<file path="src/rtl/hls_call_pkg.sv">
// Shared definitions for the call initiator that drives a generated
// start/finished/return_val function module.
//
// Contents:
//   DEFAULT_DATA_W  default width of return_val / rsp_data
//   DEFAULT_CNT_W   default width of the cycle counter / rsp_cycles
//   call_state_e    initiator FSM state encoding (3 bits)
package hls_call_pkg;

    localparam int DEFAULT_DATA_W = 32;
    localparam int DEFAULT_CNT_W  = 16;

    typedef enum logic [2:0] {
        IDLE  = 3'd0,
        CRST  = 3'd1,
        START = 3'd2,
        WAIT  = 3'd3,
        RESP  = 3'd4
    } call_state_e;

endpackage

</file>
<file path="src/rtl/call_cycle_counter.sv">
// Clearable, enabled, saturating cycle counter with a limit compare.
// at_limit_o looks one step ahead: it is high on the cycle whose count,
// once incremented, equals limit_i. That lets the owner leave a phase on
// exactly the limit-th cycle of that phase.
//
// Ports:
//   clk        clock
//   reset      synchronous active-high reset (count -> 0)
//   clear_i    force count to 0 on the next edge (wins over en_i)
//   en_i       increment once per cycle, saturating at all-ones
//   limit_i    compare value
//   count_o    current count
//   at_limit_o count_o + 1 == limit_i
module call_cycle_counter #(
    parameter int CNT_W = 16
) (
    input  logic             clk,
    input  logic             reset,
    input  logic             clear_i,
    input  logic             en_i,
    input  logic [CNT_W-1:0] limit_i,
    output logic [CNT_W-1:0] count_o,
    output logic             at_limit_o
);

    logic [CNT_W-1:0] count_q;
    logic [CNT_W-1:0] count_d;
    logic [CNT_W:0]   count_plus1;

    // One extra bit so the look-ahead compare cannot wrap when saturated.
    assign count_plus1 = {1'b0, count_q} + {{CNT_W{1'b0}}, 1'b1};
    assign at_limit_o  = (count_plus1 == {1'b0, limit_i});
    assign count_o     = count_q;

    // Next count: clear has priority, otherwise count up and stick at max.
    always_comb begin
        count_d = count_q;
        if (clear_i) begin
            count_d = '0;
        end else if (en_i && !(&count_q)) begin
            count_d = count_plus1[CNT_W-1:0];
        end
    end

    // Count register.
    always_ff @(posedge clk) begin
        if (reset) begin
            count_q <= '0;
        end else begin
            count_q <= count_d;
        end
    end

endmodule

</file>
<file path="src/rtl/hls_call_initiator.sv">
// Caller side of the start/finished/return_val interface of a generated
// function module. A host request (valid/ready, no payload) makes the
// initiator hold the callee in reset for RST_CYCLES, pulse start for one
// cycle, then wait for finished or a timeout. The return value and the
// number of wait cycles come back to the host over valid/ready. The callee
// is kept in reset whenever no call is in flight, which also clears its
// sticky finished flag between calls.
//
// Ports:
//   clk, reset          clock, synchronous active-high reset
//   req_valid/req_ready host call request (req_ready decoded from state)
//   rsp_valid/rsp_ready result handshake
//   rsp_data            captured return_val, 0 on timeout
//   rsp_cycles          wait cycles until finished, or TIMEOUT_CYCLES
//   rsp_timeout         call did not finish in time
//   callee_reset        callee reset
//   callee_start        callee start pulse
//   callee_finished     callee finished (level, sticky)
//   callee_return_val   callee result, valid while finished
module hls_call_initiator
    import hls_call_pkg::*;
#(
    parameter int DATA_W         = DEFAULT_DATA_W,
    parameter int CNT_W          = DEFAULT_CNT_W,
    parameter int TIMEOUT_CYCLES = 1000,
    parameter int RST_CYCLES     = 2
) (
    input  logic              clk,
    input  logic              reset,
    input  logic              req_valid,
    output logic              req_ready,
    output logic              rsp_valid,
    input  logic              rsp_ready,
    output logic [DATA_W-1:0] rsp_data,
    output logic [CNT_W-1:0]  rsp_cycles,
    output logic              rsp_timeout,
    output logic              callee_reset,
    output logic              callee_start,
    input  logic              callee_finished,
    input  logic [DATA_W-1:0] callee_return_val
);

    localparam logic [CNT_W-1:0] RST_LIMIT     = CNT_W'(RST_CYCLES);
    localparam logic [CNT_W-1:0] TIMEOUT_LIMIT = CNT_W'(TIMEOUT_CYCLES);

    call_state_e       state_q, state_d;
    logic              rsp_valid_q, rsp_valid_d;
    logic [DATA_W-1:0] rsp_data_q, rsp_data_d;
    logic [CNT_W-1:0]  rsp_cycles_q, rsp_cycles_d;
    logic              rsp_timeout_q, rsp_timeout_d;
    logic              callee_reset_q, callee_reset_d;
    logic              callee_start_q, callee_start_d;

    logic              cnt_clear;
    logic              cnt_en;
    logic [CNT_W-1:0]  cnt_limit;
    logic [CNT_W-1:0]  cnt_value;
    logic              cnt_at_limit;
    logic [CNT_W-1:0]  cnt_inc;

    // One counter serves both timed phases: the reset hold in CRST and the
    // timeout in WAIT. It is cleared outside those phases so each phase
    // starts counting from 0 on its first cycle.
    assign cnt_clear = (state_q == IDLE) || (state_q == START) || (state_q == RESP);
    assign cnt_en    = (state_q == CRST) || (state_q == WAIT);
    assign cnt_limit = (state_q == CRST) ? RST_LIMIT : TIMEOUT_LIMIT;
    assign cnt_inc   = cnt_value + CNT_W'(1);

    call_cycle_counter #(
        .CNT_W(CNT_W)
    ) u_counter (
        .clk       (clk),
        .reset     (reset),
        .clear_i   (cnt_clear),
        .en_i      (cnt_en),
        .limit_i   (cnt_limit),
        .count_o   (cnt_value),
        .at_limit_o(cnt_at_limit)
    );

    // req_ready is the only unregistered output; reset masks it directly so
    // the host never sees a ready while the block is being reset.
    assign req_ready    = (state_q == IDLE) && !reset;
    assign rsp_valid    = rsp_valid_q;
    assign rsp_data     = rsp_data_q;
    assign rsp_cycles   = rsp_cycles_q;
    assign rsp_timeout  = rsp_timeout_q;
    assign callee_reset = callee_reset_q;
    assign callee_start = callee_start_q;

    // Next-state and next-output logic. Outputs are derived from the next
    // state so that the registered outputs line up with the state they
    // belong to. callee_finished is only looked at in WAIT; a finished on
    // the final allowed cycle takes priority over the timeout.
    always_comb begin
        state_d       = state_q;
        rsp_data_d    = rsp_data_q;
        rsp_cycles_d  = rsp_cycles_q;
        rsp_timeout_d = rsp_timeout_q;

        case (state_q)
            IDLE: begin
                if (req_valid) begin
                    state_d = CRST;
                end
            end
            CRST: begin
                if (cnt_at_limit) begin
                    state_d = START;
                end
            end
            START: begin
                state_d = WAIT;
            end
            WAIT: begin
                if (callee_finished) begin
                    rsp_data_d    = callee_return_val;
                    rsp_cycles_d  = cnt_inc;
                    rsp_timeout_d = 1'b0;
                    state_d       = RESP;
                end else if (cnt_at_limit) begin
                    rsp_data_d    = '0;
                    rsp_cycles_d  = TIMEOUT_LIMIT;
                    rsp_timeout_d = 1'b1;
                    state_d       = RESP;
                end
            end
            RESP: begin
                if (rsp_ready) begin
                    state_d = IDLE;
                end
            end
            default: begin
                state_d = IDLE;
            end
        endcase

        rsp_valid_d    = (state_d == RESP);
        callee_start_d = (state_d == START);
        callee_reset_d = !((state_d == START) || (state_d == WAIT));
    end

    // State and output registers. Reset drops any call in flight and puts
    // the callee back into reset on the very next cycle.
    always_ff @(posedge clk) begin
        if (reset) begin
            state_q        <= IDLE;
            rsp_valid_q    <= 1'b0;
            rsp_data_q     <= '0;
            rsp_cycles_q   <= '0;
            rsp_timeout_q  <= 1'b0;
            callee_reset_q <= 1'b1;
            callee_start_q <= 1'b0;
        end else begin
            state_q        <= state_d;
            rsp_valid_q    <= rsp_valid_d;
            rsp_data_q     <= rsp_data_d;
            rsp_cycles_q   <= rsp_cycles_d;
            rsp_timeout_q  <= rsp_timeout_d;
            callee_reset_q <= callee_reset_d;
            callee_start_q <= callee_start_d;
        end
    end

endmodule

</file>
<file path="config.mk">
export PLATFORM = sky130hd
export DESIGN_NAME = hls_call_initiator
export DESIGN_NICKNAME = d
export VERILOG_FILES = /design/src/rtl/hls_call_pkg.sv /design/src/rtl/call_cycle_counter.sv /design/src/rtl/hls_call_initiator.sv
export SDC_FILE = /design/constraint.sdc
export NUM_CORES = 1
export LEC_CHECK = 0
export CAP_MARGIN = 10
export CELL_PAD_IN_SITES_DETAIL_PLACEMENT = 0
export CELL_PAD_IN_SITES_GLOBAL_PLACEMENT = 1
export CORE_MARGIN = 2
export CORE_UTILIZATION = 36
export CTS_CLUSTER_DIAMETER = 80
export DETAILED_ROUTE_END_ITERATION = 10
export PLACE_DENSITY_LB_ADDON = 0.15
export SYNTH_ARGS = -nofsm -noshare
export SYNTH_HDL_FRONTEND = slang
export SYNTH_SLANG_ARGS = --single-unit
</file>
<file path="constraint.sdc">
create_clock -name clk -period 3.2 [get_ports clk]
set_input_delay 0.48 -clock clk [delete_from_list [all_inputs] [get_ports clk]]
set_output_delay 0.48 -clock clk [all_outputs]
set_load 0.03 [all_outputs]
</file>
==> summary.txt <==
Global routing
  • Vias in the first global route: 2948
  • Largest net degree at the start of global routing: 55
  • Global-route wire length before repair: 14.8 mm
  • Initial antenna violation count: 0
  • Overflow after GRT: 0
  • Total track usage: 18.2%

Worst setup path
  • Worst setup path startpoint: u_counter.count_o[1]
  • Startpoint types: register
  • Crit path DAT: 3090 ps
  • R2r endpoint: callee_reset
  • R2R depth: 8
  • WP data required: 3440 ps
  • Setup CP Type: register to register
  • Crit Reg-Reg Startpoint: u_counter.count_o[1]
  • Flop2flop setup slack: 340 ps
  • Crit path max fanout: 12
  • Kind of end point of the critical path: register

Logic synthesis
  • Synthesis-stage register bit count: 71
  • Mapped Cells: 416
  • Post-synthesis async set-or-reset flop share: 0%
  • Area share of the largest cell type after synthesis: 40.9%
  • Synth area leaders: dfxtp_1 41%, a21oi_1 8.2%, nand2_1 6.3%
  • Synth warn: 0
  • Synth cell types: 57
  • Synth top cells by count: 71 x dfxtp_1, 58 x nand2_1, 57 x a21oi_1
  • Area of the mapped netlist: 3480 um2
  • Post-Syn Nets: 454
  • Yosys top cell by area: dfxtp_1
  • Register area share after synthesis: 40.9%
  • Top-count cell post-synth: dfxtp_1
  • Avg Cell Area, Syn: 8.36 um2
  • EDFF count, synth: 0
  • Synth Flop Type: dfxtp_1

Drt
  • DR iter-0 viols: 205
  • Routed vias: 3154
  • TritonRoute pass-1 iters: 4
  • Routed WL per cell: 15.3 um
  • Routed WL: 9.45 mm
  • DRC: 0
  • Vias per inst: 5.10
  • Antenna-violating nets left: 0

Run
  • Max-cap violations: 0

Floorplan
  • Die Height: 102 um
  • Site row count: 35
  • Area of the core: 9280 um2
  • Die ar.: 10500 um2
  • Chip width: 102 um
  • I/O pin cnt: 90
  • Starting Density: 37.4%

STA
  • Setup TNS: 0 ps
  • Final period utilization: 89.3%
  • Final hold viol count: 0
  • RSZ-0062 raised after global routing: no
  • Worst-margin pin slew: 637 ps
  • Peak Freq: 350 MHz
  • Max_slew headroom: 57.5%
  • Clk_skew: 12.1 ps
  • Final setup viols: 0
  • Final min period: 2860 ps
  • Final-report max-slew violation count: 0

Worst hold path
  • HP Start: rsp_cycles[13]
  • Worst Hold Depth: 2
  • WHS Endpoint: rsp_cycles[13]
  • Hold Path Class: register to register

Placed design
  • Port bufs: 89
  • DP Wirelength: 6.32 mm
  • GPL Wtd Cong: 0.859
  • DP Cell Count: 602

Pwr
  • PD cells: 370 nW/um2
  • Leakage power: 1.52 nW
  • Int Power: 1.24 mW
  • Sequential power share: 52.2%
  • Peak VDD IR: 0.180 mV
  • Switching Share: 27.0%
  • Clock power share: 41.4%
  • Combinational power share: 6.4%
  • Total Power: 1.70 mW
  • Net switching power: 459 uW

Clock tree
  • Worst-Skew Late Latency: 350 ps
  • H-tree depth: 3
  • Resized cells post-CTS: 0
  • Cts hold-fix bufs: 0
  • CTS root buf: clkbuf_8
  • CTS tree: yes
  • CTS sink count: 71
  • Maximum clock path buffer count: 2
  • CTS clk-pin slew, worst paths: 90 ps
  • CTS Buf Count: 9
  • Post-CTS setup buffer count: 0

Final layout
  • Final core occ: 49.4%
  • Layout area overhead: 32.1%
  • ANT cells: 0
  • Fin nets: 522
  • Fin cells: 618
  • Layout cell share with drive strength beyond 1: 8.79%

Status
  • Status: completed
-- power groups by stage --
stage,sequential [mW],combinational [mW],clock [mW]
final,0.886,0.108,0.703
after CTS,0.887,0.109,0.720
after global placement,0.907,0.109,0
after floorplan,0.906,0.0472,0
after global routing,0.887,0.116,0.759
after detailed placement,0.907,0.109,0
-- flip-flops by register name, summed over array words and instances (netlist names) --
signal             cells
rsp_timeout            1
callee_reset           1
callee_start           1
state_q                3
u_counter.count_o     16
rsp_cycles            16
rsp_valid              1
rsp_data              32
-- layer usage --
layer	vias to the layer above	track usage, %	wire (um)
met4	0	7.08	90
met2	76	28.7	4390
met5	-	0	0
met3	8	4.17	461
li1	1594	-	-
met1	1476	24.2	4500
-- stage by stage --
| stage | hold slack (ps) | setup WS (ps) | area (um2) |
|---|---|---|---|
| finish | 478 | 343 | 4590 |
| global route | 492 | 97.1 | 4590 |
| CTS | 479 | 353 | 4590 |
| detailed placement | 462 | 363 | 4400 |
| global placement | 459 | 473 | 4400 |
| floorplan | 496 | 714 | 3480 |
-- cell families after synthesis --
family                   count (synthesis)  share of synthesized area, %
AO/OA/AOI/OAI                          139                          24.4
buffers and inverters                   40                          5.58
multiplexers                             3                         0.864
flip-flops                              71                          40.9
adder cells (fa/ha/maj)                  1                         0.360
AND/OR/NAND/NOR                        138                          21.9
XOR/XNOR                                24                          6.05
-- placed cells by master (no fill, tap or decap), types with 2 or more instances in the layout --
cell type	instances
nor3_1	4
o21ai_0	38
or3_1	6
a311oi_1	2
inv_6	2
and2_1	5
clkinvlp_4	2
and3_1	5
xnor2_1	13
a31oi_1	2
a21oi_1	57
nor2b_1	3
o21ai_1	14
nand4_4	2
o21ba_2	2
nand4_1	3
nand3_1	3
or2_2	2
nor4_1	3
nor3b_1	2
a31o_2	2
buf_4	3
xor2_1	11
or3b_1	2
dfxtp_1	71
nand2b_1	6
mux2i_1	3
clkdlybuf4s50_1	88
buf_12	2
clkbuf_8	9
nor2_1	20
inv_1	3
nor4b_1	2
nand2_1	58
a21oi_2	2
or2_1	2
inv_8	2
o21a_1	8
or4_1	3
-- worst max-delay path: stages, from the launching register on --
cell and delay (ps):
dfxtp_1 460, ha_1 320, nand3_2 270, or2_1 400
nor2_1 240, nand4_1 180, a2111oi_4 490, mux2i_1 300
o21ai_1 80
-- worst max-delay path by stage --
| stage | to | slack, ps | cells after the start |
|---|---|---|---|
| after floorplan | callee_reset | 710 | 9 |
| after detailed placement | callee_reset | 360 | 8 |
| after CTS | callee_reset | 350 | 8 |
| final | callee_reset | 340 | 8 |
| after global routing | callee_reset | 100 | 8 |
| after global placement | callee_reset | 470 | 8 |
-- final cells by class --
cell class                 instances  area [um2]
clock buffer                       9         124
clock inverter                     7        63.8
fill                             923        4690
inverter                           3        11.3
multi-input combinational        305        1860
sequential                        71        1420
tap                              129         161
timing repair buffer              94         948
Power figures use the tool's default switching activity.
==> variant: new RTL, config.mk and constraints unchanged <==
Reset style: asynchronous (`reset`), changed in 2 clocked blocks. Comments in the files are not updated.
--- a/src/rtl/call_cycle_counter.sv
+++ b/src/rtl/call_cycle_counter.sv
@@ -44,5 +44,5 @@
 
     // Count register.
-    always_ff @(posedge clk) begin
+    always_ff @(posedge clk or posedge reset) begin
         if (reset) begin
             count_q <= '0;
--- a/src/rtl/hls_call_initiator.sv
+++ b/src/rtl/hls_call_initiator.sv
@@ -143,5 +143,5 @@
     // State and output registers. Reset drops any call in flight and puts
     // the callee back into reset on the very next cycle.
-    always_ff @(posedge clk) begin
+    always_ff @(posedge clk or posedge reset) begin
         if (reset) begin
             state_q        <= IDLE;
Function: differs if reset is asserted again (counterexample within 4 cycles, from zero or initial values and one cycle with reset high); with reset held inactive, the same outputs for 10 cycles.
==> variant against the unedited design <==
- worst setup slack better by 0.19 ns
- cell area is 12% higher
- non-clock buffer count increased by 3
- critical path depth is the same
- wire length is 9.7% higher
- first-iteration DRC count rose by 18%
- sequential cell count did not move
- synthesized area up 13%
- largest cell class unchanged
Power is not compared: it rests on default switching activity, and its combinational part moved more than twofold at a synthesized area within 25%.
==> variant: results (changes against the unedited design) <==
stage	metric	value	unit	change
placed_design	Detailed Place HPWL	6892	um	+9.1%
detailed_routing	drt initial violations	242		+18%
setup_path	CP peak stage delay	0.56	ns	+0.07 ns
global_route	GR Util met2	28.30	%	-0.39 points
final_layout	nets	525		+0.57%
synth	synth top area cells	dfrtp_1, a22oi_1, nand3b_1, nand2_1, xnor2_1		
setup_path	Worst path slowest cell	a2111oi_4		
detailed_routing	Post-Route WL	10360	um	+9.7%
setup_path	R2R setup slack	0.53	ns	+0.19 ns
global_route	pin count of the biggest net entering global routing	54		-1.8%
synth	commonest cells in the netlist	dfrtp_1, nand2_1, a22oi_1, nand3b_1, nor2_1		
setup_path	CP arrival	2.92	ns	-0.17 ns
synth	fraction of registers with async set/reset	100.0	%	+100 points
synth	synth unique cells	59		+3.5%
placed_design	GP Congestion	0.8012		-6.7%
synth	sequential area share after synthesis	45.31	%	+4.4 points
sta	Max-slew headroom	50.75	%	-6.7 points
status	status	completed		
setup_path	CP max FO	52		+40
global_route	vias in the first global route	3268		+11%
detailed_routing	routed vias/inst	5.343		+4.7%
synth	Post-Syn Nets	452		-0.44%
final_layout	fraction of layout cells with a size suffix above 1	9.756	%	+0.96 points
global_route	first-pass GRT wire length	17170	um	+16%
global_route	routing usage on met3	5.003	%	+0.83 points
final_layout	antenna diode count	0		unchanged
variant: cell count changes in the layout (fill, tap and decap cells not counted), sizes merged, moves of 5 or more:
cell    before  now
o21a         8    2
dfxtp       71    0
a21oi       59   13
xor2        11    6
a22oi        0   40
nand3b       0   43
dfrtp        0   70
nor2        21   27
nand2       58   66
o31ai        1    6
or3          6    1
o21ai       52   20
variant: final timing paths:
kind                                       from                    to
max in group asynchronous                 reset  u_counter.count_o[2]
setup / recovery           u_counter.count_o[0]           rsp_timeout
hold / removal                      rsp_timeout           rsp_timeout
setup reg to reg           u_counter.count_o[0]           rsp_timeout
min in group asynchronous                 reset           rsp_data[6]
hold reg to reg                     rsp_timeout           rsp_timeout
variant: final cells by class:
class / count / area, um^2
multi-input cells: 302 / 1923
repair buffers: 97 / 975.9
clock inverters: 5 / 106.4
well taps: 140 / 175.2
fillers: 1057 / 5623
inverters: 6 / 22.52
clock buffers: 11 / 141.4
flip-flops and latches: 71 / 1778
variant: power by group through the flow:
| stage | combinational, mW | clock (mW) | sequential, mW |
|---|---|---|---|
| 5_1_grt | 2.55 | 0.963 | 1.57 |
| 3_5_place_dp | 2.36 | 0 | 1.52 |
| 2_1_floorplan | 1.10 | 0 | 1.95 |
| 4_1_cts | 2.37 | 0.924 | 1.51 |
| 6_report | 2.34 | 0.897 | 1.51 |
| 3_3_place_gp | 2.34 | 0 | 1.52 |
variant: logic make-up (layout without fill, tap and decap cells):
logic type | Yosys count | in the layout | share of synthesized area, %
flops | 71 | 71 | 45.31
xor+xnor | 17 | 17 | 3.795
mux | 1 | 1 | 0.2551
compound gates | 101 | 101 | 18.43
fa+ha+maj | 1 | 1 | 0.3188
simple gates | 182 | 182 | 26.21
buf+inv | 41 | 119 | 5.676
variant: critical path, delay by kind of cell, from the launching register on:
family	cells	cell delay, ns
buffers and inverters	1	0.22
adders and majority gates	1	0.35
AOI/OAI and AO/OA	3	0.93
and+or+nand+nor	3	0.52
DFF	1	0.50
variant: per-layer routing:
metal	share of wire, %	up-vias
li1	-	1641
met1	47	1631
met2	47	95
met3	5.3	10
met4	1.1	0
met5	0	-
variant: metrics by stage:
stage	utilization (%)	cells	setup WS, ns	instance area [um^2]
4_1_cts	47.67	632	0.5298	5122
6_report	47.67	632	0.5342	5122
2_1_floorplan	-	414	0.8668	3924
3_5_place_dp	45.37	616	0.5623	4875
5_1_grt	47.67	632	0.3256	5122
3_3_place_gp	45.37	616	0.5612	4875
